--- config.mk ---
export PLATFORM = sky130hd
export DESIGN_NAME = pattern_unlock_ctrl
export DESIGN_NICKNAME = d
export VERILOG_FILES = /design/src/rtl/pattern_unlock_ctrl.sv
export SDC_FILE = /design/constraint.sdc
export NUM_CORES = 1
export LEC_CHECK = 0
export ABC_AREA = 1
export CAP_MARGIN = 20
export CORE_MARGIN = 2
export CORE_UTILIZATION = 40
export CTS_BUF_LIST = sky130_fd_sc_hd__clkbuf_8 sky130_fd_sc_hd__clkbuf_16
export DETAILED_ROUTE_END_ITERATION = 10
export GPL_TIMING_DRIVEN = 0
export PLACE_DENSITY = 0.68
export SLEW_MARGIN = 0
export SYNTH_ARGS = -nofsm -noshare
export SYNTH_HDL_FRONTEND = slang
export SYNTH_SLANG_ARGS = --single-unit
--- constraint.sdc ---
create_clock -name clk -period 3.1 [get_ports clk]
set_input_delay 0.465 -clock clk [delete_from_list [all_inputs] [get_ports clk]]
set_output_delay 0.465 -clock clk [all_outputs]
set_load 0.01 [all_outputs]
--- src/rtl/pattern_unlock_ctrl.sv ---
// Serial pattern unlock controller: synchronizes and deglitches an external
// bit clock, compares a frame against PATTERN and enforces a fail lockout.
`timescale 1ns/1ps
module pattern_unlock_ctrl #(
  parameter int unsigned             PATTERN_LEN    = 64,
  parameter logic [PATTERN_LEN-1:0]  PATTERN        = 64'h574AB5DEED517984,
  parameter int unsigned             STABLE_CYCLES  = 4,
  parameter int unsigned             TIMEOUT_CYCLES = 1000000,
  parameter int unsigned             MAX_FAILS      = 3,
  parameter int unsigned             LOCKOUT_CYCLES = 12000000
) (
  input  logic       clk,
  input  logic       rst,
  input  logic       dataIn,
  input  logic       dataClk,
  input  logic       dataEn,
  output logic       matched,
  output logic       locked,
  output logic [3:0] failCount,
  output logic       ledR,
  output logic       ledG,
  output logic       ledB
);

  localparam int unsigned STB_W = $clog2(STABLE_CYCLES + 1);
  localparam int unsigned TMO_W = $clog2(TIMEOUT_CYCLES + 1);
  localparam int unsigned LCK_W = $clog2(LOCKOUT_CYCLES + 1);
  // Padded so an 8-bit bit counter can index it without width games.
  localparam logic [255:0] PAT_EXT = 256'(PATTERN);

  typedef enum logic [2:0] {
    ST_IDLE, ST_RECEIVE, ST_CHECK, ST_MATCHED, ST_FAIL, ST_LOCKOUT
  } state_t;

  state_t             state_q;
  logic               din_m_q, din_s_q;
  logic               dclk_m_q, dclk_s_q;
  logic               den_m_q, den_s_q;
  logic               dclk_f_q, dclk_f_prev_q;
  logic [STB_W-1:0]   stb_cnt_q;
  logic [TMO_W-1:0]   tmo_cnt_q;
  logic [LCK_W-1:0]   lck_cnt_q;
  logic [7:0]         bit_cnt_q;
  logic               mismatch_q;
  logic               armed_q;
  logic               matched_q, locked_q;
  logic [3:0]         fail_cnt_q;

  logic               strobe;
  logic               bit_mis;
  logic [7:0]         bit_cnt_d;
  logic [3:0]         fail_cnt_d;

  always_ff @(posedge clk) begin
    if (rst) begin
      din_m_q  <= 1'b0;
      din_s_q  <= 1'b0;
      dclk_m_q <= 1'b0;
      dclk_s_q <= 1'b0;
      den_m_q  <= 1'b1;
      den_s_q  <= 1'b1;
    end else begin
      din_m_q  <= dataIn;
      din_s_q  <= din_m_q;
      dclk_m_q <= dataClk;
      dclk_s_q <= dclk_m_q;
      den_m_q  <= dataEn;
      den_s_q  <= den_m_q;
    end
  end

  // dClk_f follows dClk_s only after STABLE_CYCLES consecutive differing cycles.
  always_ff @(posedge clk) begin
    if (rst) begin
      dclk_f_q      <= 1'b0;
      dclk_f_prev_q <= 1'b0;
      stb_cnt_q     <= '0;
    end else begin
      dclk_f_prev_q <= dclk_f_q;
      if (dclk_s_q == dclk_f_q) begin
        stb_cnt_q <= '0;
      end else if (stb_cnt_q == STB_W'(STABLE_CYCLES - 1)) begin
        dclk_f_q  <= dclk_s_q;
        stb_cnt_q <= '0;
      end else begin
        stb_cnt_q <= stb_cnt_q + 1'b1;
      end
    end
  end

  assign strobe     = dclk_f_q & ~dclk_f_prev_q;
  assign bit_mis    = din_s_q != PAT_EXT[bit_cnt_q];
  assign bit_cnt_d  = bit_cnt_q + 8'd1;
  assign fail_cnt_d = (fail_cnt_q == 4'd15) ? 4'd15 : fail_cnt_q + 4'd1;

  always_ff @(posedge clk) begin
    if (rst) begin
      state_q    <= ST_IDLE;
      matched_q  <= 1'b0;
      locked_q   <= 1'b0;
      fail_cnt_q <= '0;
      bit_cnt_q  <= '0;
      mismatch_q <= 1'b0;
      tmo_cnt_q  <= '0;
      lck_cnt_q  <= '0;
      armed_q    <= 1'b0;
    end else begin
      case (state_q)
        // armed_q means dEn_s was seen high in this state, so only a genuine
        // fall (not a level left low by a failed frame) starts a new frame.
        ST_IDLE, ST_MATCHED: begin
          armed_q <= den_s_q;
          if (armed_q && !den_s_q) begin
            state_q    <= ST_RECEIVE;
            bit_cnt_q  <= '0;
            mismatch_q <= 1'b0;
            tmo_cnt_q  <= '0;
            matched_q  <= 1'b0;
            armed_q    <= 1'b0;
          end
        end
        ST_RECEIVE: begin
          armed_q <= 1'b0;
          if (strobe) begin
            mismatch_q <= mismatch_q | bit_mis;
            bit_cnt_q  <= bit_cnt_d;
            tmo_cnt_q  <= '0;
          end else begin
            tmo_cnt_q  <= tmo_cnt_q + 1'b1;
          end
          // A strobe coinciding with dEn_s rising is counted before the abort.
          if (strobe && bit_cnt_d == 8'(PATTERN_LEN)) begin
            state_q <= ST_CHECK;
          end else if (den_s_q) begin
            state_q <= ST_FAIL;
          end else if (!strobe && tmo_cnt_q == TMO_W'(TIMEOUT_CYCLES - 1)) begin
            state_q <= ST_FAIL;
          end
        end
        ST_CHECK: begin
          armed_q <= 1'b0;
          if (mismatch_q) begin
            state_q <= ST_FAIL;
          end else begin
            state_q    <= ST_MATCHED;
            matched_q  <= 1'b1;
            fail_cnt_q <= '0;
          end
        end
        ST_FAIL: begin
          armed_q    <= 1'b0;
          fail_cnt_q <= fail_cnt_d;
          if (fail_cnt_d >= 4'(MAX_FAILS)) begin
            state_q   <= ST_LOCKOUT;
            locked_q  <= 1'b1;
            lck_cnt_q <= '0;
          end else begin
            state_q   <= ST_IDLE;
          end
        end
        ST_LOCKOUT: begin
          armed_q <= 1'b0;
          if (lck_cnt_q == LCK_W'(LOCKOUT_CYCLES - 1)) begin
            state_q    <= ST_IDLE;
            locked_q   <= 1'b0;
            fail_cnt_q <= '0;
            lck_cnt_q  <= '0;
          end else begin
            lck_cnt_q  <= lck_cnt_q + 1'b1;
          end
        end
        default: begin
          state_q <= ST_IDLE;
          armed_q <= 1'b0;
        end
      endcase
    end
  end

  assign matched   = matched_q;
  assign locked    = locked_q;
  assign failCount = fail_cnt_q;
  assign ledR      = ~matched_q;
  assign ledG      = matched_q;
  assign ledB      = locked_q;

endmodule

==> qor.yml <==
outcome:
  status: "finished clean"
logic_synthesis:
  synth.most_common_cell: "nand2_1"
  synthTopCellsByCount: "152 x nand2_1, 79 x inv_1, 75 x dfxtp_1, 57 x nor2_1, 56 x a21oi_1"
  synth_edf_count: 0
  synth_area_um2: 4105
  yosysTopAreaCell: "dfxtp_1"
  ys_seq_elements: 75
  synth_area_leaders: "dfxtp_1 37%, nand2_1 14%, inv_1 7.2%"
  synthesis.nets: 626
  synth_cell_types: 44
  async_flop_share: 0
  seq_area_frac_synth: 0.3657
  avgSynthCellArea_um2: 6.708
  ys.flop_type: "dfxtp_1"
  yosysWarnings: 0
  synthCells: 612
  synth_top_area_frac: 0.3657
clock_network:
  cts-resized-gates: 0
  htree_num_levels: 3
  numClockSinks: 75
  cts_tree: "yes"
  clk_path_buf_depth: 2
  cts.clk_slew.worst_paths_ps: 90
  cts_root_buf: "clkbuf_8"
  ctsHoldBuffers: 0
  clkLatencyLatePin_ps: 350
  cts_buffers: 9
  post_cts_buffers: 0
cells_and_area:
  antennaDiodeCount: 0
  drive_above_1_share: 0.08736
  final_nets: 650
  syn2layout_area_growth_pct: 11.92
route:
  drc_errors: 0
  vias: 3963
  drt_iter0_markers: 198
  wire_per_inst_um: 12.01
  viasPerCell: 5.120
  wirelength_mm: 9.296
  drtPass1Iterations: 4
  antenna_left: 0
sta:
  setup_violations: 0
  fmax_mhz: 445.3
  tightest_slew_ps: 569.8
  skew_ps: 13.73
  fin_crit_ps: 2245
  hold_viol: 0
  tns_ps: 0
  rsz0062_at_grt: "no"
  drv_slew: 0
  fin_crit_sh: 0.7243
  slew_headroom: 0.6201
critical_path:
  critPathKind: "flip-flop to flip-flop"
  critPathCaptureType: "flip-flop"
  critPathMaxStageDelay_ps: 400
  slowest_stage: "dfxtp_1"
  path_max_fanout: 10
  cp.required_ps: 3310
  crit_top_cell: "nand2_1"
  worstSetupStartpointType: "flip-flop"
  path_cells: "ha_1, nand2_1, nor2_1, nand2_1, nor2_1, nand3_1, nand2_1, inv_2, buf_2, o211ai_1, a21oi_1"
  critPathArrivalTime_ps: 2460
placement:
  detailed_place_hpwl_mm: 7.010
  routabilityCongestion: 0.8830
  port-buffer-count: 13
min_path:
  worstHoldPathType: "flip-flop to flip-flop"
floorplan:
  core_area_um2: 9864
  ioPinCount: 14
  die_h_um: 105.3
  die_area_um2: 11090
  fp.dieW_um: 105.3
  start_util: 0.4162
  rows: 36
global_routing:
  grt_overflow: 0
  grt_pass1_vias: 3815
  grt_max_degree: 14
  antenna_found_initial: 0
  grt_usage: 0.1753
  grt_pass1_wl_mm: 16.20
pwr:
  cellLeakagePower_nw: 1.704
  max-vdd-ir-drop_uv: 323.8
  powerDensity_nw_per_um2: 505.6
  power.total_mw: 2.323
run:
  maxCapViolCount: 0
worst max-delay path, delay by kind of cell (launching register included):
kind | cells | cell delay (ps)
buffers and inverters | 2 | 340
AOI/OAI and AO/OA | 2 | 250
DFF | 1 | 400
adders and majority gates | 1 | 190
and+or+nand+nor | 6 | 950
metal layers:
layer	GRT usage	vias up	routed length [µm]
met2	0.2995	81	4433
met3	0.03030	20	323
met5	0	-	0
met1	0.2146	1826	4345
li1	-	2036	-
met4	0.07905	0	194
layout by cell type, fill, tap and decap left out, types with 3 or more instances in the layout:
cell type and n:
nor4_1 4, inv_2 8, nand3_1 42, inv_1 80, dfxtp_1 75, nor2_4 3, nand2_4 4, o211ai_1 6
nor3_1 14, nand4_1 8, o21ai_1 4, a211oi_1 4, or2_2 3, buf_2 3, nand2_2 7, clkbuf_1 6
ha_1 9, nand2_1 152, nor2_1 57, nand3b_1 3, clkinv_1 4, o21ai_0 21, nor2_2 3, clkdlybuf4s50_1 13
a221oi_1 4, a21oi_1 56, clkbuf_8 9, o221ai_1 3, xor2_1 6
cell type report:
type	count	area [µm²]
inverters	91	341.6
repair buffers	13	130.1
clock inverters	7	68.82
multi-input cells	432	2191
well taps	133	166.4
flip-flops and latches	75	1501
fillers	1014	5270
plain buffers	14	71.32
clock buffers	9	123.9
per-stage QoR:
stage          std cells  utilization  area, µm²  setup slack (ps)  hold WS (ps)
6_report             774       0.4658       4594             854.6         407.6
5_1_grt              774       0.4658       4594             562.2         430.4
4_1_cts              774       0.4658       4594             860.6         409.3
3_5_place_dp         758       0.4462       4402             744.1         396.0
3_3_place_gp         758       0.4462       4402             812.6         389.1
2_1_floorplan        612            -       4105              1193         388.3
final timing paths:
check	slack, ps	depth (start not counted)	to	from
setup reg to reg	850	11	lck_cnt_q[16]$_SDFFE_PP0P_	lck_cnt_q[0]$_SDFFE_PP0P_
hold / removal	410	2	dclk_s_q$_SDFF_PP0_	dclk_m_q$_SDFF_PP0_
hold reg to reg	410	2	dclk_s_q$_SDFF_PP0_	dclk_m_q$_SDFF_PP0_
setup / recovery	850	11	lck_cnt_q[16]$_SDFFE_PP0P_	lck_cnt_q[0]$_SDFFE_PP0P_
state kept, by name (all words and copies together) (netlist names), named ones only:
| register | flops |
|---|---|
| ledB | 1 |
| lck_cnt_q | 24 |
| dclk_m_q | 1 |
| bit_cnt_q | 8 |
| failCount | 4 |
| armed_q | 1 |
| dclk_f_q | 1 |
| ledG | 1 |
| dclk_f_prev_q | 1 |
| stb_cnt_q | 3 |
| din_s_q | 1 |
| tmo_cnt_q | 20 |
| den_s_q | 1 |
| mismatch_q | 1 |
| state_q | 3 |
| din_m_q | 1 |
| dclk_s_q | 1 |
| den_m_q | 1 |
cells by family (layout without fill, tap and decap cells):
logic type	count (synthesis)	count (layout)	share of synthesized area
adder cells (fa/ha/maj)	9	9	0.02743
AO/OA/AOI/OAI	108	108	0.1518
AND/OR/NAND/NOR	307	307	0.3374
flip-flops	75	75	0.3657
XOR/XNOR	8	8	0.01707
buffers and inverters	105	134	0.1006
report_power, final:
part | leakage (nW) | switching, mW | internal [mW]
registers | 0.606 | 0.0382 | 1.01
clock network | 0.101 | 0.380 | 0.371
logic | 0.997 | 0.354 | 0.175
(Power assumes the default switching activity.)
